**config.mk**
```make
export PLATFORM = sky130hd
export DESIGN_NAME = z80_bus_bridge
export DESIGN_NICKNAME = d
export VERILOG_FILES = /design/src/rtl/z80_bus_bridge.sv
export SDC_FILE = /design/constraint.sdc
export NUM_CORES = 1
export LEC_CHECK = 0
export BUFFER_PORTS_ARGS = -buffer_cell sky130_fd_sc_hd__buf_2
export CORE_MARGIN = 5
export CORE_UTILIZATION = 50
export CTS_BUF_LIST = sky130_fd_sc_hd__clkbuf_4
export DETAILED_ROUTE_END_ITERATION = 10
export GPL_TIMING_DRIVEN = 0
export PLACE_DENSITY = 0.81
export SLEW_MARGIN = 20
export SYNTH_ARGS = -nofsm -noshare
export SYNTH_HDL_FRONTEND = slang
export SYNTH_SLANG_ARGS = --single-unit
```
**constraint.sdc**
```tcl
create_clock -name CLK -period 4.72 [get_ports CLK]
set_input_delay 0.236 -clock CLK [delete_from_list [all_inputs] [get_ports CLK]]
set_output_delay 0.236 -clock CLK [all_outputs]
set_load 0.01 [all_outputs]
```
**src/rtl/z80_bus_bridge.sv**
```systemverilog
// ---------------------------------------------------------------------------
// z80_bus_bridge
//
// Purpose:
//   Sits on the external pins of a Z80-compatible CPU and turns every memory,
//   I/O or interrupt-acknowledge machine cycle into at most one
//   request/acknowledge transaction on a simple synchronous system bus.
//   The CPU is stretched with nWAIT while the slave works. Read data and
//   interrupt vectors are returned on the CPU data pins. A transaction the
//   slave never answers is aborted after TIMEOUT request cycles and flagged
//   on the sticky bus_err output.
//
// Parameters:
//   TIMEOUT     request cycles allowed without bus_ack before abort (2..255)
//
// Ports:
//   CLK         system clock, everything happens on the rising edge
//   reset       synchronous, active-high
//   nM1, nMREQ, nIORQ, nRD, nWR, nRFSH
//               CPU control strobes, active-low, sampled on CLK
//   A           CPU address pins
//   D_in        data pins as driven by the CPU (write data)
//   D_out       data returned to the CPU (read data / vector / 0xFF on abort)
//   D_oe        when high the board drives D_out onto the CPU data pins
//   nWAIT       wait request to the CPU, active-low
//   bus_req     transaction request, held until ack or timeout
//   bus_we      1 = write, 0 = read
//   bus_io      1 = I/O space, 0 = memory space
//   bus_addr    transaction address
//   bus_wdata   transaction write data
//   bus_ack     slave completion (pulse or level), only looked at in REQ
//   bus_rdata   slave read data, valid while bus_ack is high
//   int_vector  vector handed to the CPU during interrupt acknowledge
//   bus_err     sticky timeout flag, cleared only by reset
// ---------------------------------------------------------------------------
module z80_bus_bridge #(
    parameter int TIMEOUT = 255
) (
    input  logic        CLK,
    input  logic        reset,
    input  logic        nM1,
    input  logic        nMREQ,
    input  logic        nIORQ,
    input  logic        nRD,
    input  logic        nWR,
    input  logic        nRFSH,
    input  logic [15:0] A,
    input  logic [7:0]  D_in,
    output logic [7:0]  D_out,
    output logic        D_oe,
    output logic        nWAIT,
    output logic        bus_req,
    output logic        bus_we,
    output logic        bus_io,
    output logic [15:0] bus_addr,
    output logic [7:0]  bus_wdata,
    input  logic        bus_ack,
    input  logic [7:0]  bus_rdata,
    input  logic [7:0]  int_vector,
    output logic        bus_err
);

    // The counter value at which an unanswered request gives up. The counter
    // starts at 0 on entry to REQ and is compared before incrementing, so the
    // request stays up for exactly TIMEOUT cycles.
    localparam logic [7:0] TIMEOUT_LAST = 8'(TIMEOUT - 1);

    typedef enum logic [1:0] {
        IDLE,
        REQ,
        HOLD
    } stateT;

    stateT       state;
    stateT       stateNext;
    logic [7:0]  counter;
    logic [7:0]  counterNext;

    logic [7:0]  doutNext;
    logic        doeNext;
    logic        nWaitNext;
    logic        reqNext;
    logic        weNext;
    logic        ioNext;
    logic [15:0] addrNext;
    logic [7:0]  wdataNext;
    logic        errNext;

    logic        refreshCycle;
    logic        startBus;
    logic        startWe;
    logic        startIo;
    logic        startIntAck;
    logic        strobesIdle;

    // Refresh cycles put a row address on the bus with nMREQ low; they must
    // never reach the system bus, so they are recognised first and block all
    // other decodes.
    assign refreshCycle = !nMREQ && !nRFSH;

    // HOLD can only end once the CPU has taken away every strobe that could
    // start a new cycle; nM1 and nRFSH alone never start one.
    assign strobesIdle = nMREQ && nIORQ && nRD && nWR;

    // Machine-cycle decode, evaluated every clock but only acted on in IDLE.
    // The order of the tests is the priority: interrupt acknowledge beats
    // I/O, I/O beats memory, and within a space a read beats a write so that
    // a glitch with nRD and nWR both low is handled as a harmless read.
    always_comb begin
        startBus    = 1'b0;
        startWe     = 1'b0;
        startIo     = 1'b0;
        startIntAck = 1'b0;
        if (!refreshCycle) begin
            if (!nIORQ && !nM1) begin
                startIntAck = 1'b1;
            end else if (!nIORQ && !nRD && nM1) begin
                startBus = 1'b1;
                startIo  = 1'b1;
            end else if (!nIORQ && !nWR) begin
                startBus = 1'b1;
                startIo  = 1'b1;
                startWe  = 1'b1;
            end else if (!nMREQ && !nRD && nRFSH) begin
                startBus = 1'b1;
            end else if (!nMREQ && !nWR && nRFSH) begin
                startBus = 1'b1;
                startWe  = 1'b1;
            end
        end
    end

    // Next-state and next-output logic. Every output is a register, so the
    // defaults simply hold the current value; each state only lists what it
    // changes. In REQ the bus fields are never touched, which keeps address,
    // direction and write data stable for the whole request no matter what
    // the CPU pins do, and bus_req only falls on ack or timeout.
    always_comb begin
        stateNext   = state;
        counterNext = counter;
        doutNext    = D_out;
        doeNext     = D_oe;
        nWaitNext   = nWAIT;
        reqNext     = bus_req;
        weNext      = bus_we;
        ioNext      = bus_io;
        addrNext    = bus_addr;
        wdataNext   = bus_wdata;
        errNext     = bus_err;

        case (state)
            IDLE: begin
                if (startBus) begin
                    addrNext    = A;
                    wdataNext   = D_in;
                    weNext      = startWe;
                    ioNext      = startIo;
                    reqNext     = 1'b1;
                    nWaitNext   = 1'b0;
                    counterNext = 8'd0;
                    stateNext   = REQ;
                end else if (startIntAck) begin
                    // The vector is answered locally, so the CPU is never
                    // stretched and the system bus stays quiet.
                    doutNext  = int_vector;
                    doeNext   = 1'b1;
                    stateNext = HOLD;
                end
            end

            REQ: begin
                if (bus_ack) begin
                    // Ack is checked before the timeout so that an answer in
                    // the very last allowed cycle still counts as good.
                    if (!bus_we) begin
                        doutNext = bus_rdata;
                    end
                    reqNext   = 1'b0;
                    nWaitNext = 1'b1;
                    doeNext   = ~bus_we;
                    stateNext = HOLD;
                end else if (counter == TIMEOUT_LAST) begin
                    // Give the CPU an all-ones byte, the same value an
                    // undriven pulled-up data bus would read as.
                    doutNext  = 8'hFF;
                    errNext   = 1'b1;
                    reqNext   = 1'b0;
                    nWaitNext = 1'b1;
                    doeNext   = ~bus_we;
                    stateNext = HOLD;
                end else begin
                    counterNext = counter + 8'd1;
                end
            end

            HOLD: begin
                // Keep returning data until the CPU ends its cycle; if the
                // strobes already went away during REQ this exits on the
                // first edge after completion.
                if (strobesIdle) begin
                    doeNext   = 1'b0;
                    stateNext = IDLE;
                end
            end

            default: begin
                stateNext = IDLE;
            end
        endcase
    end

    // State and output registers. Reset wins on any edge, including in the
    // middle of a request: bus_req simply drops without an ack and the slave
    // is expected to cope with that.
    always_ff @(posedge CLK) begin
        if (reset) begin
            state     <= IDLE;
            counter   <= 8'd0;
            D_out     <= 8'h00;
            D_oe      <= 1'b0;
            nWAIT     <= 1'b1;
            bus_req   <= 1'b0;
            bus_we    <= 1'b0;
            bus_io    <= 1'b0;
            bus_addr  <= 16'h0000;
            bus_wdata <= 8'h00;
            bus_err   <= 1'b0;
        end else begin
            state     <= stateNext;
            counter   <= counterNext;
            D_out     <= doutNext;
            D_oe      <= doeNext;
            nWAIT     <= nWaitNext;
            bus_req   <= reqNext;
            bus_we    <= weNext;
            bus_io    <= ioNext;
            bus_addr  <= addrNext;
            bus_wdata <= wdataNext;
            bus_err   <= errNext;
        end
    end

endmodule

```
==> results of run 1 <==
[critical path: cells and delay by family (launching register included)]
kind | cells | cell delay (ns)
AO/OA/AOI/OAI | 3 | 0.67
flip-flops | 1 | 0.36
buffers and inverters | 2 | 0.28
AND/OR/NAND/NOR | 1 | 0.22
adder cells (fa/ha/maj) | 1 | 0.15
[routing by layer]
metal | vias to the layer above | GRT usage (%) | part of all wire [%]
li1 | 1104 | - | -
met1 | 1020 | 21.46 | 43
met2 | 72 | 31.85 | 49
met3 | 8 | 5.910 | 6.8
met4 | 0 | 5.420 | 1.6
met5 | - | 0 | 0
[cell families after synthesis]
| family | count (synthesis) |
|---|---|
| flip-flops | 48 |
| AND/OR/NAND/NOR | 104 |
| XOR/XNOR | 3 |
| adder cells (fa/ha/maj) | 2 |
| multiplexers | 8 |
| buffers and inverters | 22 |
| AO/OA/AOI/OAI | 74 |
[placed cells by master, fill, tap and decap left out, types with 2 or more instances in the layout]
master and n:
sky130_fd_sc_hd__clkbuf_4 7, sky130_fd_sc_hd__nor2_1 8, sky130_fd_sc_hd__mux2_2 8, sky130_fd_sc_hd__a211oi_2 2, sky130_fd_sc_hd__nor3_1 2, sky130_fd_sc_hd__o21ai_0 3, sky130_fd_sc_hd__clkbuf_1 6, sky130_fd_sc_hd__o21a_1 2
sky130_fd_sc_hd__o211ai_1 3, sky130_fd_sc_hd__nand3_1 5, sky130_fd_sc_hd__nand2b_1 8, sky130_fd_sc_hd__nand4_1 10, sky130_fd_sc_hd__or3_1 3, sky130_fd_sc_hd__buf_6 3, sky130_fd_sc_hd__buf_4 6, sky130_fd_sc_hd__nand3b_1 2
sky130_fd_sc_hd__a31oi_1 4, sky130_fd_sc_hd__nand2_1 55, sky130_fd_sc_hd__a21oi_1 42, sky130_fd_sc_hd__o31ai_1 8, sky130_fd_sc_hd__inv_1 4, sky130_fd_sc_hd__and3_1 2, sky130_fd_sc_hd__dfxtp_1 48, sky130_fd_sc_hd__xor2_1 3
sky130_fd_sc_hd__buf_2 89, sky130_fd_sc_hd__and4_1 2, sky130_fd_sc_hd__ha_1 2
[sequential cells by signal (all words and copies together), names as in the netlist]
name and count:
bus_addr 16, D_out 8, bus_wdata 8, counter 8, state 2, D_oe 1, bus_err 1, bus_io 1
bus_req 1, bus_we 1, nWAIT 1
[power by group through the flow]
| stage | registers, W | logic (W) | clock network (W) |
|---|---|---|---|
| 2_1_floorplan | 0.000470 | 0.000118 | 0 |
| 3_3_place_gp | 0.000457 | 0.000202 | 0 |
| 3_5_place_dp | 0.000458 | 0.000206 | 0 |
| 4_1_cts | 0.000449 | 0.000207 | 0.000207 |
| 5_1_grt | 0.000453 | 0.000227 | 0.000228 |
| 6_report | 0.000449 | 0.000206 | 0.000201 |
[how the worst max path moves through the flow]
stage	startpoint	end	slack (ns)	cells past startpoint
after detailed placement	counter[0]$_SDFFE_PP0P_	D_out[1]$_SDFFE_PP0P_	2.96	7
after global routing	counter[0]$_SDFFE_PP0P_	D_out[5]$_SDFFE_PP0P_	2.79	7
after floorplan	counter[0]$_SDFFE_PP0P_	D_out[0]$_SDFFE_PP0P_	3.19	7
final	counter[0]$_SDFFE_PP0P_	D_out[1]$_SDFFE_PP0P_	2.92	7
after global placement	counter[0]$_SDFFE_PP0P_	D_out[4]$_SDFFE_PP0P_	3.02	7
after CTS	counter[0]$_SDFFE_PP0P_	D_out[1]$_SDFFE_PP0P_	2.94	7
[final cells by class]
type / instances / area (um2) / share of cell area, %
multi-input cells: 191 / 1121 / 40.47
flip-flops and latches: 48 / 960.9 / 34.69
repair buffers: 86 / 430.4 / 15.54
plain buffers: 18 / 116.4 / 4.201
well taps: 52 / 65.06 / 2.349
clock buffers: 7 / 52.55 / 1.897
inverters: 4 / 15.01 / 0.5420
clock inverters: 1 / 8.758 / 0.3162
[metrics by stage]
| step | utilization (%) | setup slack, ns |
|---|---|---|
| 2_1_floorplan | - | 3.186 |
| 3_3_place_gp | 62.64 | 3.021 |
| 3_5_place_dp | 62.64 | 2.963 |
| 4_1_cts | 64.06 | 2.942 |
| 5_1_grt | 64.06 | 2.795 |
| 6_report | 64.06 | 2.921 |
==> flow_summary.html, run 1 <==
<table>
<tr><th>Metric</th><th>Value</th></tr>
<tr><th colspan="2">Outcome</th></tr>
<tr><td>Outcome</td><td>completed</td></tr>
<tr><th colspan="2">Logic synthesis</th></tr>
<tr><td>Post-synthesis average cell area</td><td>about 8.5 um2</td></tr>
<tr><td>Total of flip-flops plus latches after synthesis</td><td>48</td></tr>
<tr><td>Post-Syn Area</td><td>around 2200 um2</td></tr>
<tr><td>Synthesized-area fraction occupied by and/or/nand/nor cells</td><td>23.63%</td></tr>
<tr><td>Area share of the largest cell type after synthesis</td><td>a little over two fifths</td></tr>
<tr><td>Post-synth cell types</td><td>43</td></tr>
<tr><td>Top cells by instance count after synthesis</td><td>sky130_fd_sc_hd__nand2_1 (55), sky130_fd_sc_hd__dfxtp_1 (48), sky130_fd_sc_hd__a21oi_1 (42), sky130_fd_sc_hd__nand4_1 (10)</td></tr>
<tr><td>Sequential area share after synthesis</td><td>a little over two fifths</td></tr>
<tr><td>Synth area leaders</td><td>sky130_fd_sc_hd__dfxtp_1 (43%), sky130_fd_sc_hd__a21oi_1 (9.5%), sky130_fd_sc_hd__nand2_1 (9.3%), sky130_fd_sc_hd__mux2_2 (4.1%), sky130_fd_sc_hd__nand4_1 (2.8%)</td></tr>
<tr><td>Multiplexer area fraction after synthesis</td><td>4.070%</td></tr>
<tr><td>Number of enable-type register cells in the synthesized netlist</td><td>0</td></tr>
<tr><td>Share of the synthesized netlist area taken by xor and xnor gates</td><td>under 10%</td></tr>
<tr><td>Most numerous cell in the Yosys netlist</td><td>sky130_fd_sc_hd__nand2_1</td></tr>
<tr><td>Async set-reset flop share out of synthesis</td><td>0%</td></tr>
<tr><td>Post-Synthesis Cells</td><td>approximately 260</td></tr>
<tr><td>Compound-cell area share of the yosys netlist</td><td>between 20% and 30%</td></tr>
<tr><td>Adder and majority gate portion of the synthesized area</td><td>roughly 1.1%</td></tr>
<tr><td>Flip-flop cell with the highest count after synthesis</td><td>sky130_fd_sc_hd__dfxtp_1</td></tr>
<tr><td>Yosys synthesis warning count</td><td>0</td></tr>
<tr><td>Dominant combinational cell family by area after synthesis</td><td>simple AND/OR/NAND/NOR gates</td></tr>
<tr><td>Most area-hungry cell type in the Yosys netlist</td><td>sky130_fd_sc_hd__dfxtp_1</td></tr>
<tr><td>Net Count, Synth</td><td>about 310</td></tr>
<tr><th colspan="2">Clock tree</th></tr>
<tr><td>CTS tree</td><td>done</td></tr>
<tr><td>Count of buffers added by post-CTS timing repair for setup</td><td>0</td></tr>
<tr><td>Clock Latency Late Sink</td><td>0.37 ns</td></tr>
<tr><td>Cts-stage hold buffer count</td><td>0</td></tr>
<tr><td>Post-CTS Resized</td><td>0</td></tr>
<tr><td>Longest Clk Path Bufs</td><td>2</td></tr>
<tr><td>Total number of H-tree levels</td><td>2</td></tr>
<tr><td>Sink Count</td><td>48</td></tr>
<tr><td>Clock buffers created by TritonCTS</td><td>5</td></tr>
<tr><td>Clock root buffer</td><td>sky130_fd_sc_hd__clkbuf_4</td></tr>
<tr><td>Clock input transition at the sequential cells of the worst setup and hold paths</td><td>0.14 ns</td></tr>
<tr><th colspan="2">Min path</th></tr>
<tr><td>Worst Hold Launch</td><td>A[8]</td></tr>
<tr><td>Hold Path Depth</td><td>3</td></tr>
<tr><td>Path category of the worst min-delay check</td><td>in2reg</td></tr>
<tr><td>Terminating pin of the worst hold path</td><td>bus_addr[8]$_SDFFE_PP0P_</td></tr>
<tr><th colspan="2">Worst setup path</th></tr>
<tr><td>CP Cell Sequence</td><td>inv_1 -&gt; ha_1 -&gt; nand3_1 -&gt; o21a_1 -&gt; buf_2 -&gt; o31ai_1 -&gt; a21oi_1</td></tr>
<tr><td>R2R depth</td><td>7</td></tr>
<tr><td>Data arrival time of the critical path</td><td>2.05 ns</td></tr>
<tr><td>Required @ worst endpoint</td><td>4.97 ns</td></tr>
<tr><td>Setup slack, reg-to-reg</td><td>roughly 2.9 ns</td></tr>
<tr><td>Capture instance of the worst register-to-register path</td><td>D_out[1]$_SDFFE_PP0P_</td></tr>
<tr><td>CP Capture Type</td><td>register</td></tr>
<tr><td>Startpoint class of the critical path</td><td>register</td></tr>
<tr><td>Master of the slowest instance on the critical path</td><td>sky130_fd_sc_hd__dfxtp_1</td></tr>
<tr><td>Reg-to-reg critical path startpoint</td><td>counter[0]$_SDFFE_PP0P_</td></tr>
<tr><td>Crit Path Class</td><td>reg2reg</td></tr>
<tr><td>Peak per-stage delay on the critical path</td><td>~0.36 ns</td></tr>
<tr><td>Maximum fanout count along the critical path</td><td>10</td></tr>
<tr><th colspan="2">Power</th></tr>
<tr><td>Part of the total power dissipated in the clock network</td><td>a little under a quarter</td></tr>
<tr><td>Logic pwr share</td><td>around 24%</td></tr>
<tr><td>Pwr per Cell Area</td><td>approximately 310 nW/um2</td></tr>
<tr><td>Internal cell power</td><td>0.0005966 W</td></tr>
<tr><td>Psw</td><td>between 0.0002 and 0.0003 W</td></tr>
<tr><td>Total design power</td><td>0.0008561 W</td></tr>
<tr><td>Peak ir drop on the vdd network</td><td>208.8 uV</td></tr>
<tr><td>Switch share</td><td>~30%</td></tr>
<tr><td>Sequential Power Share</td><td>approximately 53%</td></tr>
<tr><td>Static leakage power</td><td>between 1 and 1.5 nW</td></tr>
<tr><th colspan="2">Layout</th></tr>
<tr><td>Post-synthesis to final-layout area growth</td><td>25.16%</td></tr>
<tr><td>Inserted Diodes</td><td>0</td></tr>
<tr><td>Final std cell area, no fill</td><td>about 2800 um2</td></tr>
<tr><td>Non-filler instance count after layout</td><td>approximately 400</td></tr>
<tr><td>Number of fillers in the final layout</td><td>398</td></tr>
<tr><td>Fin nets</td><td>between 400 and 500</td></tr>
<tr><td>Fraction of layout instances using a drive strength above 1</td><td>34.93%</td></tr>
<tr><th colspan="2">Run</th></tr>
<tr><td>Max cap viols</td><td>0</td></tr>
<tr><th colspan="2">Placement</th></tr>
<tr><td>Placer Congestion</td><td>~0.79</td></tr>
<tr><td># port buffers</td><td>between 80 and 90</td></tr>
<tr><td>Instance count after placement with tap cells included</td><td>between 300 and 400</td></tr>
<tr><td>Final HPWL DP</td><td>4.236 mm</td></tr>
<tr><td>Dpl cell area</td><td>approximately 2700 um2</td></tr>
<tr><th colspan="2">Detailed routing</th></tr>
<tr><td>Routed wirelength normalized by instance count</td><td>approximately 14 um</td></tr>
<tr><td>Final wirelength</td><td>~5.5 mm</td></tr>
<tr><td>Residual DRC</td><td>0</td></tr>
<tr><td>Drt first-iter violations</td><td>105</td></tr>
<tr><td>Vias post-DR</td><td>about 2,200</td></tr>
<tr><td>Count of TritonRoute iterations in the first routing pass</td><td>4</td></tr>
<tr><td>Detailed-route vias per instance</td><td>roughly 5.4</td></tr>
<tr><td>Final ANT Viol Nets</td><td>0</td></tr>
<tr><th colspan="2">STA</th></tr>
<tr><td>Final worst clock skew</td><td>0.01434 ns</td></tr>
<tr><td>Sum of negative setup slack</td><td>0 ns</td></tr>
<tr><td>Tightest slew margin relative to the limit</td><td>roughly 58%</td></tr>
<tr><td>Final setup violation count</td><td>0</td></tr>
<tr><td>Post-route worst hold slack</td><td>~0.082 ns</td></tr>
<tr><td>Slew at the pin closest to its max-slew limit</td><td>between 0.6 and 0.7 ns</td></tr>
<tr><td>Number of failing hold endpoints at the final stage</td><td>0</td></tr>
<tr><td>Setup repair after global routing missed its margin</td><td>no</td></tr>
<tr><td>Final max-slew violation count</td><td>0</td></tr>
<tr><td>Final worst path period need</td><td>1.799 ns</td></tr>
<tr><td>Period Utilization, post-route</td><td>a little under two fifths</td></tr>
<tr><td>Max Clock Freq</td><td>roughly 560 MHz</td></tr>
<tr><th colspan="2">Die</th></tr>
<tr><td>Num ports</td><td>87</td></tr>
<tr><td>Die area</td><td>5858 um2</td></tr>
<tr><td>Core area</td><td>roughly 4300 um2</td></tr>
<tr><td>DIE HEIGHT</td><td>76.54 um</td></tr>
<tr><td>Die width</td><td>approximately 77 um</td></tr>
<tr><td>Floorplan row count</td><td>24</td></tr>
<tr><td>Initial cell density of the core</td><td>approximately 51%</td></tr>
<tr><th colspan="2">Global routing</th></tr>
<tr><td>Antenna violations before repair</td><td>0</td></tr>
<tr><td>Largest net degree at the start of global routing</td><td>15</td></tr>
<tr><td>Via count of the first global-routing pass</td><td>2,062</td></tr>
<tr><td>Global-route congestion overflow total</td><td>0</td></tr>
<tr><td>Wire length of the first global-routing pass</td><td>between 9 and 10 mm</td></tr>
<tr><td>Overall track demand over capacity in global routing</td><td>18.37%</td></tr>
</table>
(Power assumes the default switching activity.)
==> run 2, diff against run 1 <==
--- a/config.mk
+++ b/config.mk
@@ -7,11 +7,11 @@
 export LEC_CHECK = 0
 export BUFFER_PORTS_ARGS = -buffer_cell sky130_fd_sc_hd__buf_2
 export CORE_MARGIN = 5
-export CORE_UTILIZATION = 50
+export CORE_UTILIZATION = 45
 export CTS_BUF_LIST = sky130_fd_sc_hd__clkbuf_4
 export DETAILED_ROUTE_END_ITERATION = 10
 export GPL_TIMING_DRIVEN = 0
-export PLACE_DENSITY = 0.81
+export PLACE_DENSITY = 0.77
 export SLEW_MARGIN = 20
 export SYNTH_ARGS = -nofsm -noshare
 export SYNTH_HDL_FRONTEND = slang
==> constraint.sdc (replaced) <==
create_clock -name CLK -period 1.48 [get_ports CLK]
set_input_delay 0.074 -clock CLK [delete_from_list [all_inputs] [get_ports CLK]]
set_output_delay 0.074 -clock CLK [all_outputs]
set_load 0.01 [all_outputs]
==> flow_summary.html, run 2 (same netlist as run 1, synthesis figures left out) <==
<table>
<tr><th>Metric</th><th>Value</th></tr>
<tr><th colspan="2">Global routing</th></tr>
<tr><td>Via count of the first global-routing pass</td><td>around 2,300</td></tr>
<tr><td>Overall track demand over capacity in global routing</td><td>about a fifth</td></tr>
<tr><td>Largest net degree at the start of global routing</td><td>16</td></tr>
<tr><td>Wire length of the first global-routing pass</td><td>around 11 mm</td></tr>
<tr><td>Antenna violations before repair</td><td>0</td></tr>
<tr><td>Global-route congestion overflow total</td><td>0</td></tr>
<tr><th colspan="2">Detailed routing</th></tr>
<tr><td>Final ANT Viol Nets</td><td>0</td></tr>
<tr><td>Residual DRC</td><td>0</td></tr>
<tr><td>Drt first-iter violations</td><td>214</td></tr>
<tr><td>Final wirelength</td><td>~7 mm</td></tr>
<tr><td>Count of TritonRoute iterations in the first routing pass</td><td>5</td></tr>
<tr><td>Vias post-DR</td><td>between 2,000 and 2,500</td></tr>
<tr><td>Routed wirelength normalized by instance count</td><td>~15 um</td></tr>
<tr><td>Detailed-route vias per instance</td><td>between 5 and 6</td></tr>
<tr><th colspan="2">STA</th></tr>
<tr><td>Final worst path period need</td><td>about 1.5 ns</td></tr>
<tr><td>Tightest slew margin relative to the limit</td><td>between 60% and 70%</td></tr>
<tr><td>Slew at the pin closest to its max-slew limit</td><td>between 0.5 and 0.6 ns</td></tr>
<tr><td>Period Utilization, post-route</td><td>102.6%</td></tr>
<tr><td>Max Clock Freq</td><td>658.6 MHz</td></tr>
<tr><td>Final max-slew violation count</td><td>0</td></tr>
<tr><td>Final setup violation count</td><td>3</td></tr>
<tr><td>Post-route worst hold slack</td><td>0.007614 ns</td></tr>
<tr><td>Final worst clock skew</td><td>roughly 0.0070 ns</td></tr>
<tr><td>Worst-case setup margin in the final layout</td><td>-0.03840 ns</td></tr>
<tr><td>Setup repair after global routing missed its margin</td><td>yes</td></tr>
<tr><td>Number of failing hold endpoints at the final stage</td><td>0</td></tr>
<tr><th colspan="2">Min path</th></tr>
<tr><td>Terminating pin of the worst hold path</td><td>bus_we$_SDFFE_PP0P_</td></tr>
<tr><td>Worst Hold Launch</td><td>nRD</td></tr>
<tr><td>Path category of the worst min-delay check</td><td>in2reg</td></tr>
<tr><td>Hold Path Depth</td><td>3</td></tr>
<tr><th colspan="2">Placement</th></tr>
<tr><td>Setup WS pre-CTS</td><td>-0.2162 ns</td></tr>
<tr><td>Instance count after placement with tap cells included</td><td>just over 400</td></tr>
<tr><td># port buffers</td><td>86</td></tr>
<tr><td>Final HPWL DP</td><td>about 4.3 mm</td></tr>
<tr><td>Dpl cell area</td><td>roughly 2700 um2</td></tr>
<tr><td>Placer Congestion</td><td>slightly below 0.8</td></tr>
<tr><th colspan="2">Power</th></tr>
<tr><td>Peak ir drop on the vdd network</td><td>about 660 uV</td></tr>
<tr><td>Total design power</td><td>0.003132 W</td></tr>
<tr><td>Pwr per Cell Area</td><td>between 900 and 1000 nW/um2</td></tr>
<tr><td>Logic pwr share</td><td>around 28%</td></tr>
<tr><td>Part of the total power dissipated in the clock network</td><td>between 20% and 30%</td></tr>
<tr><td>Switch share</td><td>a little under a third</td></tr>
<tr><td>Sequential Power Share</td><td>46.5%</td></tr>
<tr><td>Psw</td><td>between 0.0009 and 0.001 W</td></tr>
<tr><td>Static leakage power</td><td>~1.5 nW</td></tr>
<tr><td>Internal cell power</td><td>0.002175 W</td></tr>
<tr><th colspan="2">Layout</th></tr>
<tr><td>Post-synthesis to final-layout area growth</td><td>56.98%</td></tr>
<tr><td>Most common cell after layout, fill and taps aside</td><td>sky130_fd_sc_hd__buf_2</td></tr>
<tr><td>Inserted Diodes</td><td>0</td></tr>
<tr><td>Fin nets</td><td>450</td></tr>
<tr><td>Largest Register</td><td>bus_addr</td></tr>
<tr><td>Fraction of layout instances using a drive strength above 1</td><td>roughly two fifths</td></tr>
<tr><td>Commonest cells after routing, fill and taps aside</td><td>sky130_fd_sc_hd__buf_2 (87), sky130_fd_sc_hd__nand2_1 (54), sky130_fd_sc_hd__dfxtp_1 (42)</td></tr>
<tr><td>Final std cell area, no fill</td><td>3475 um2</td></tr>
<tr><td>Flip-flop count of the largest register after layout</td><td>16</td></tr>
<tr><td>Number of fillers in the final layout</td><td>between 300 and 400</td></tr>
<tr><td>Non-filler instance count after layout</td><td>467</td></tr>
<tr><td>Total area of multi-input combinational cells</td><td>between 1000 and 1500 um2</td></tr>
<tr><td>Sequential Area</td><td>975.9 um2</td></tr>
<tr><th colspan="2">Clock tree</th></tr>
<tr><td>Longest Clk Path Bufs</td><td>2</td></tr>
<tr><td>Clock root buffer</td><td>sky130_fd_sc_hd__clkbuf_4</td></tr>
<tr><td>CTS tree</td><td>done</td></tr>
<tr><td>Clock buffers created by TritonCTS</td><td>5</td></tr>
<tr><td>Sink Count</td><td>48</td></tr>
<tr><td>Clock input transition at the sequential cells of the worst setup and hold paths</td><td>0.14 ns</td></tr>
<tr><td>Total number of H-tree levels</td><td>2</td></tr>
<tr><td>Clock Latency Late Sink</td><td>roughly 0.38 ns</td></tr>
<tr><th colspan="2">Outcome</th></tr>
<tr><td>Violations in the final reports</td><td>setup timing</td></tr>
<tr><td>Outcome</td><td>complete, but fails checks</td></tr>
<tr><th colspan="2">Worst setup path</th></tr>
<tr><td>CP Cell Sequence</td><td>nor3b_4 -&gt; buf_4 -&gt; o21ai_4 -&gt; or3_1 -&gt; a21oi_1</td></tr>
<tr><td>Setup slack, reg-to-reg</td><td>-0.04 ns</td></tr>
<tr><td>Maximum fanout count along the critical path</td><td>5</td></tr>
<tr><td>Peak per-stage delay on the critical path</td><td>~0.4 ns</td></tr>
<tr><td>Startpoint class of the critical path</td><td>register</td></tr>
<tr><td>Capture instance of the worst register-to-register path</td><td>counter[6]$_SDFFE_PP0P_</td></tr>
<tr><td>Master of the slowest instance on the critical path</td><td>sky130_fd_sc_hd__dfxtp_4</td></tr>
<tr><td>CP Capture Type</td><td>register</td></tr>
<tr><td>Crit path max-delay family</td><td>simple AND/OR/NAND/NOR gates</td></tr>
<tr><td>Worst path bufs/invs</td><td>1</td></tr>
<tr><td>Crit Path Class</td><td>reg2reg</td></tr>
<tr><td>R2R depth</td><td>5</td></tr>
<tr><td>Required @ worst endpoint</td><td>1.79 ns</td></tr>
<tr><td>Data arrival time of the critical path</td><td>approximately 1.8 ns</td></tr>
<tr><td>Reg-to-reg critical path startpoint</td><td>state[0]$_SDFFE_PP0P_</td></tr>
<tr><th colspan="2">Die</th></tr>
<tr><td>DIE HEIGHT</td><td>80.13 um</td></tr>
<tr><td>Num ports</td><td>slightly below 90</td></tr>
<tr><td>Floorplan row count</td><td>25</td></tr>
<tr><td>Die area</td><td>around 6400 um2</td></tr>
<tr><td>Die width</td><td>~80 um</td></tr>
<tr><td>Initial cell density of the core</td><td>46.55%</td></tr>
<tr><td>Core area</td><td>4755 um2</td></tr>
<tr><th colspan="2">Run</th></tr>
<tr><td>Max cap viols</td><td>0</td></tr>
</table>
[run 2: cell count changes in the layout (fill, tap and decap cells not counted), sizes merged]
| cell | before | now |
|---|---|---|
| clkbuf | 13 | 11 |
| buf | 98 | 116 |
| dlygate4sd3 | 0 | 26 |
| clkinvlp | 0 | 1 |
| dlymetal6s2s | 0 | 1 |
| bufinv | 0 | 1 |
[run 2: worst max path at each step]
stage / cells after the start / startpoint / slack (ns) / to
after floorplan: 7 / counter[0]$_SDFFE_PP0P_ / 0.01 / D_out[0]$_SDFFE_PP0P_
after global placement: 7 / counter[0]$_SDFFE_PP0P_ / -0.15 / D_out[7]$_SDFFE_PP0P_
after detailed placement: 7 / counter[0]$_SDFFE_PP0P_ / -0.22 / D_out[0]$_SDFFE_PP0P_
after CTS: 6 / state[0]$_SDFFE_PP0P_ / 0.0003 / D_out[3]$_SDFFE_PP0P_
after global routing: 5 / state[0]$_SDFFE_PP0P_ / -0.1 / counter[7]$_SDFFE_PP0P_
final: 5 / state[0]$_SDFFE_PP0P_ / -0.04 / counter[6]$_SDFFE_PP0P_
[run 2: final cells by class]
class	instances	share of cell area [%]
well taps	67	2.413
clock buffers	5	1.080
inverters	4	0.4321
flip-flops and latches	48	28.09
clock inverters	3	1.224
repair buffers	132	24.67
plain buffers	17	4.069
multi-input cells	191	38.03
[run 2: worst register-to-register path, cell delays in order (launching register included)]
cell	delay, ns
sky130_fd_sc_hd__dfxtp_4	0.40
sky130_fd_sc_hd__nor3b_4	0.32
sky130_fd_sc_hd__buf_4	0.19
sky130_fd_sc_hd__o21ai_4	0.07
sky130_fd_sc_hd__or3_1	0.34
sky130_fd_sc_hd__a21oi_1	0.13
[run 2: routing by layer]
layer	GRT usage [%]	vias up	share of wire, %
li1	-	1194	-
met1	24.03	1142	39
met2	35.84	93	52
met3	5.717	15	6.5
met4	8.784	0	2.1
met5	0	-	0
[run 2: what timing repair did]
action | CTS | global route
setup buffers | 8 | 11
endpoints found under the hold margin | 27 | 0
hold buffers | 26 | 0
endpoints found under the setup margin | 35 | 41
gates cloned | 1 | 0
pin swaps | 11 | 19
resized for setup | 30 | 30
[run 2: metrics by stage]
stage | setup TNS [ns] | utilization, %
3_3_place_gp | -1.797 | 57.47
5_1_grt | -0.9258 | 73.08
6_report | -0.09511 | 73.08
4_1_cts | 0 | 68.42
3_5_place_dp | -2.933 | 57.47
2_1_floorplan | 0 | -
[run 2: power by group through the flow]
stage | registers [W] | logic [W] | clock network (W)
floorplan | 0.00150 | 0.000376 | 0
global placement | 0.00146 | 0.000647 | 0
detailed placement | 0.00146 | 0.000659 | 0
CTS | 0.00145 | 0.000765 | 0.000789
global route | 0.00147 | 0.000960 | 0.000853
finish | 0.00146 | 0.000891 | 0.000786
==> run 3, diff against run 2 <==
--- a/config.mk
+++ b/config.mk
@@ -12,6 +12,7 @@
 export DETAILED_ROUTE_END_ITERATION = 10
 export GPL_TIMING_DRIVEN = 0
 export PLACE_DENSITY = 0.77
+export REMOVE_ABC_BUFFERS = 1
 export SLEW_MARGIN = 20
 export SYNTH_ARGS = -nofsm -noshare
 export SYNTH_HDL_FRONTEND = slang
==> flow_summary.html, run 3 (same netlist as run 1, synthesis figures left out) <==
<table>
<tr><th>Metric</th><th>Value</th></tr>
<tr><th colspan="2">Power</th></tr>
<tr><td>Internal cell power</td><td>about 0.0022 W</td></tr>
<tr><td>Part of the total power dissipated in the clock network</td><td>approximately a quarter</td></tr>
<tr><td>Switch share</td><td>between 20% and 30%</td></tr>
<tr><td>Peak ir drop on the vdd network</td><td>approximately 620 uV</td></tr>
<tr><td>Sequential Power Share</td><td>46.6%</td></tr>
<tr><td>Static leakage power</td><td>roughly 1.5 nW</td></tr>
<tr><td>Psw</td><td>approximately 0.00094 W</td></tr>
<tr><td>Logic pwr share</td><td>roughly 28%</td></tr>
<tr><td>Pwr per Cell Area</td><td>922.6 nW/um2</td></tr>
<tr><th colspan="2">Worst setup path</th></tr>
<tr><td>Data arrival time of the critical path</td><td>1.82 ns</td></tr>
<tr><td>Maximum fanout count along the critical path</td><td>8</td></tr>
<tr><td>CP Capture Type</td><td>register</td></tr>
<tr><td>Most frequent cell on the critical path</td><td>sky130_fd_sc_hd__buf_6</td></tr>
<tr><td>Master of the slowest instance on the critical path</td><td>sky130_fd_sc_hd__dfxtp_4</td></tr>
<tr><td>CP Cell Sequence</td><td>buf_6 -&gt; a211oi_4 -&gt; nand4_1 -&gt; buf_6 -&gt; clkbuf_16 -&gt; nand2_1 -&gt; a21oi_1</td></tr>
<tr><td>Worst path bufs/invs</td><td>3</td></tr>
<tr><td>Crit Path Class</td><td>reg2reg</td></tr>
<tr><td>Required @ worst endpoint</td><td>around 1.7 ns</td></tr>
<tr><td>Capture instance of the worst register-to-register path</td><td>bus_addr[12]$_SDFFE_PP0P_</td></tr>
<tr><td>Peak per-stage delay on the critical path</td><td>0.39 ns</td></tr>
<tr><td>Crit path max-delay family</td><td>buffers and inverters</td></tr>
<tr><td>R2R depth</td><td>7</td></tr>
<tr><td>Number of logic stages on the critical path including buffering</td><td>7</td></tr>
<tr><td>Setup slack, reg-to-reg</td><td>-0.12 ns</td></tr>
<tr><td>Startpoint class of the critical path</td><td>register</td></tr>
<tr><td>Reg-to-reg critical path startpoint</td><td>state[0]$_SDFFE_PP0P_</td></tr>
<tr><th colspan="2">Placement</th></tr>
<tr><td>Final HPWL DP</td><td>~3.9 mm</td></tr>
<tr><td>Setup WS pre-CTS</td><td>-0.6020 ns</td></tr>
<tr><td># port buffers</td><td>86</td></tr>
<tr><td>Dpl cell area</td><td>around 2600 um2</td></tr>
<tr><td>Placer Congestion</td><td>~0.8</td></tr>
<tr><td>Instance count after placement with tap cells included</td><td>about 400</td></tr>
<tr><th colspan="2">Outcome</th></tr>
<tr><td>Violations in the final reports</td><td>setup timing</td></tr>
<tr><td>Outcome</td><td>complete, but fails checks</td></tr>
<tr><th colspan="2">Die</th></tr>
<tr><td>DIE HEIGHT</td><td>~80 um</td></tr>
<tr><td>Initial cell density of the core</td><td>46.55%</td></tr>
<tr><td>Die area</td><td>about 6400 um2</td></tr>
<tr><td>Core area</td><td>around 4800 um2</td></tr>
<tr><td>Die width</td><td>~80 um</td></tr>
<tr><td>Num ports</td><td>87</td></tr>
<tr><td>Floorplan row count</td><td>25</td></tr>
<tr><th colspan="2">Detailed routing</th></tr>
<tr><td>Residual DRC</td><td>0</td></tr>
<tr><td>Drt first-iter violations</td><td>between 150 and 200</td></tr>
<tr><td>Count of TritonRoute iterations in the first routing pass</td><td>4</td></tr>
<tr><td>Routed wirelength normalized by instance count</td><td>between 15 and 20 um</td></tr>
<tr><td>Detailed-route vias per instance</td><td>about 5.3</td></tr>
<tr><td>Vias post-DR</td><td>approximately 2,400</td></tr>
<tr><td>Final wirelength</td><td>about 7.4 mm</td></tr>
<tr><td>Final ANT Viol Nets</td><td>0</td></tr>
<tr><th colspan="2">Clock tree</th></tr>
<tr><td>Longest Clk Path Bufs</td><td>2</td></tr>
<tr><td>CTS tree</td><td>done</td></tr>
<tr><td>Clock input transition at the sequential cells of the worst setup and hold paths</td><td>between 0.1 and 0.15 ns</td></tr>
<tr><td>Clock buffers created by TritonCTS</td><td>5</td></tr>
<tr><td>Total number of H-tree levels</td><td>2</td></tr>
<tr><td>Clock root buffer</td><td>sky130_fd_sc_hd__clkbuf_4</td></tr>
<tr><td>Sink Count</td><td>48</td></tr>
<tr><td>Clock Latency Late Sink</td><td>0.36 ns</td></tr>
<tr><th colspan="2">STA</th></tr>
<tr><td>Final max-slew violation count</td><td>0</td></tr>
<tr><td>Number of failing hold endpoints at the final stage</td><td>0</td></tr>
<tr><td>Period Utilization, post-route</td><td>107.9%</td></tr>
<tr><td>Slew at the pin closest to its max-slew limit</td><td>~0.78 ns</td></tr>
<tr><td>Final setup violation count</td><td>33</td></tr>
<tr><td>Worst-case setup margin in the final layout</td><td>-0.1175 ns</td></tr>
<tr><td>Tightest slew margin relative to the limit</td><td>48.05%</td></tr>
<tr><td>Setup repair after global routing missed its margin</td><td>yes</td></tr>
<tr><td>Final worst path period need</td><td>around 1.6 ns</td></tr>
<tr><td>Post-route worst hold slack</td><td>roughly 0.0083 ns</td></tr>
<tr><td>Max Clock Freq</td><td>roughly 630 MHz</td></tr>
<tr><td>Final worst clock skew</td><td>0.01425 ns</td></tr>
<tr><th colspan="2">Layout</th></tr>
<tr><td>Fin nets</td><td>~440</td></tr>
<tr><td>Post-synthesis to final-layout area growth</td><td>53.19%</td></tr>
<tr><td>Non-filler instance count after layout</td><td>roughly 460</td></tr>
<tr><td>Fraction of layout instances using a drive strength above 1</td><td>43.99%</td></tr>
<tr><td>Inserted Diodes</td><td>0</td></tr>
<tr><td>Largest Register</td><td>bus_addr</td></tr>
<tr><td>Flip-flop count of the largest register after layout</td><td>16</td></tr>
<tr><td>Number of fillers in the final layout</td><td>368</td></tr>
<tr><td>Most common cell after layout, fill and taps aside</td><td>sky130_fd_sc_hd__buf_2</td></tr>
<tr><td>Final std cell area, no fill</td><td>3391 um2</td></tr>
<tr><td>Commonest cells after routing, fill and taps aside</td><td>sky130_fd_sc_hd__buf_2 (86), sky130_fd_sc_hd__nand2_1 (43), sky130_fd_sc_hd__dfxtp_1 (42)</td></tr>
<tr><th colspan="2">Min path</th></tr>
<tr><td>Hold Path Depth</td><td>3</td></tr>
<tr><td>Path category of the worst min-delay check</td><td>in2reg</td></tr>
<tr><td>Terminating pin of the worst hold path</td><td>bus_io$_SDFFE_PP0P_</td></tr>
<tr><td>Worst Hold Launch</td><td>nMREQ</td></tr>
<tr><th colspan="2">Global routing</th></tr>
<tr><td>Overall track demand over capacity in global routing</td><td>between 20% and 30%</td></tr>
<tr><td>Via count of the first global-routing pass</td><td>2,339</td></tr>
<tr><td>Largest net degree at the start of global routing</td><td>41</td></tr>
<tr><td>Antenna violations before repair</td><td>0</td></tr>
<tr><td>Global-route congestion overflow total</td><td>0</td></tr>
<tr><td>Wire length of the first global-routing pass</td><td>~11 mm</td></tr>
<tr><th colspan="2">Run</th></tr>
<tr><td>Max cap viols</td><td>0</td></tr>
</table>
==> run 3: timing repair <==
item | 4_1_cts | 5_1_grt
gates resized for setup | 20 | 34
gates cloned | 1 | 4
hold buffers | 24 | 0
pin swaps | 6 | 17
setup buffers | 15 | 10
endpoints found under the setup margin | 46 | 46
hold endpoints to repair | 24 | 0
==> run 3: worst max path at each step <==
stage | endpoint | start
6_report | bus_addr[12]$_SDFFE_PP0P_ | state[0]$_SDFFE_PP0P_
5_1_grt | counter[7]$_SDFFE_PP0P_ | state[0]$_SDFFE_PP0P_
4_1_cts | bus_we$_SDFFE_PP0P_ | state[0]$_SDFFE_PP0P_
3_5_place_dp | state[1]$_SDFFE_PP0P_ | state[0]$_SDFFE_PP0P_
3_3_place_gp | state[1]$_SDFFE_PP0P_ | state[0]$_SDFFE_PP0P_
2_1_floorplan | state[1]$_SDFFE_PP0P_ | state[0]$_SDFFE_PP0P_
==> run 3: layer usage <==
metal | wire, um | vias to the layer above | global-route usage [%] | share of wire, %
met3 | 679 | 17 | 8.072 | 9.1
li1 | - | 1180 | - | -
met5 | 0 | - | 0 | 0
met2 | 3613 | 112 | 34.19 | 49
met4 | 172 | 0 | 4.730 | 2.3
met1 | 2975 | 1137 | 27.13 | 40
==> run 3: metrics by stage <==
stage                     util (%)  power [W]  setup TNS, ns
after global placement       54.92   0.002041         -36.55
final                        71.32   0.003128         -1.343
after CTS                    65.92   0.002941       -0.03778
after floorplan                  -   0.001801         -12.14
after global routing         71.32   0.003292         -4.138
after detailed placement     55.16   0.002061         -19.86
==> run 3: worst register-to-register path, cell delays in order (launching register included) <==
cell	delay [ns]
sky130_fd_sc_hd__dfxtp_4	0.39
sky130_fd_sc_hd__buf_6	0.12
sky130_fd_sc_hd__a211oi_4	0.24
sky130_fd_sc_hd__nand4_1	0.15
sky130_fd_sc_hd__buf_6	0.20
sky130_fd_sc_hd__clkbuf_16	0.18
sky130_fd_sc_hd__nand2_1	0.10
sky130_fd_sc_hd__a21oi_1	0.08
==> run 3: layout make-up <==
cell class                      instances  area [um2]  area share (%)
Sequential cell                        48       973.4           28.71
Multi-Input combinational cell        194        1295           38.19
Timing Repair Buffer                  137       943.4           27.82
Inverter                                4       15.01          0.4428
Tap cell                               67       83.83           2.472
Clock buffer                            6       45.04           1.328
Clock inverter                          2       35.03           1.033
==> run 3: power groups by stage <==
stage / logic [W] / registers (W) / clock network, W
6_report: 0.000879 / 0.00146 / 0.000793
5_1_grt: 0.000956 / 0.00147 / 0.000869
4_1_cts: 0.000692 / 0.00145 / 0.000803
3_5_place_dp: 0.000585 / 0.00148 / 0
3_3_place_gp: 0.000568 / 0.00147 / 0
2_1_floorplan: 0.000288 / 0.00151 / 0
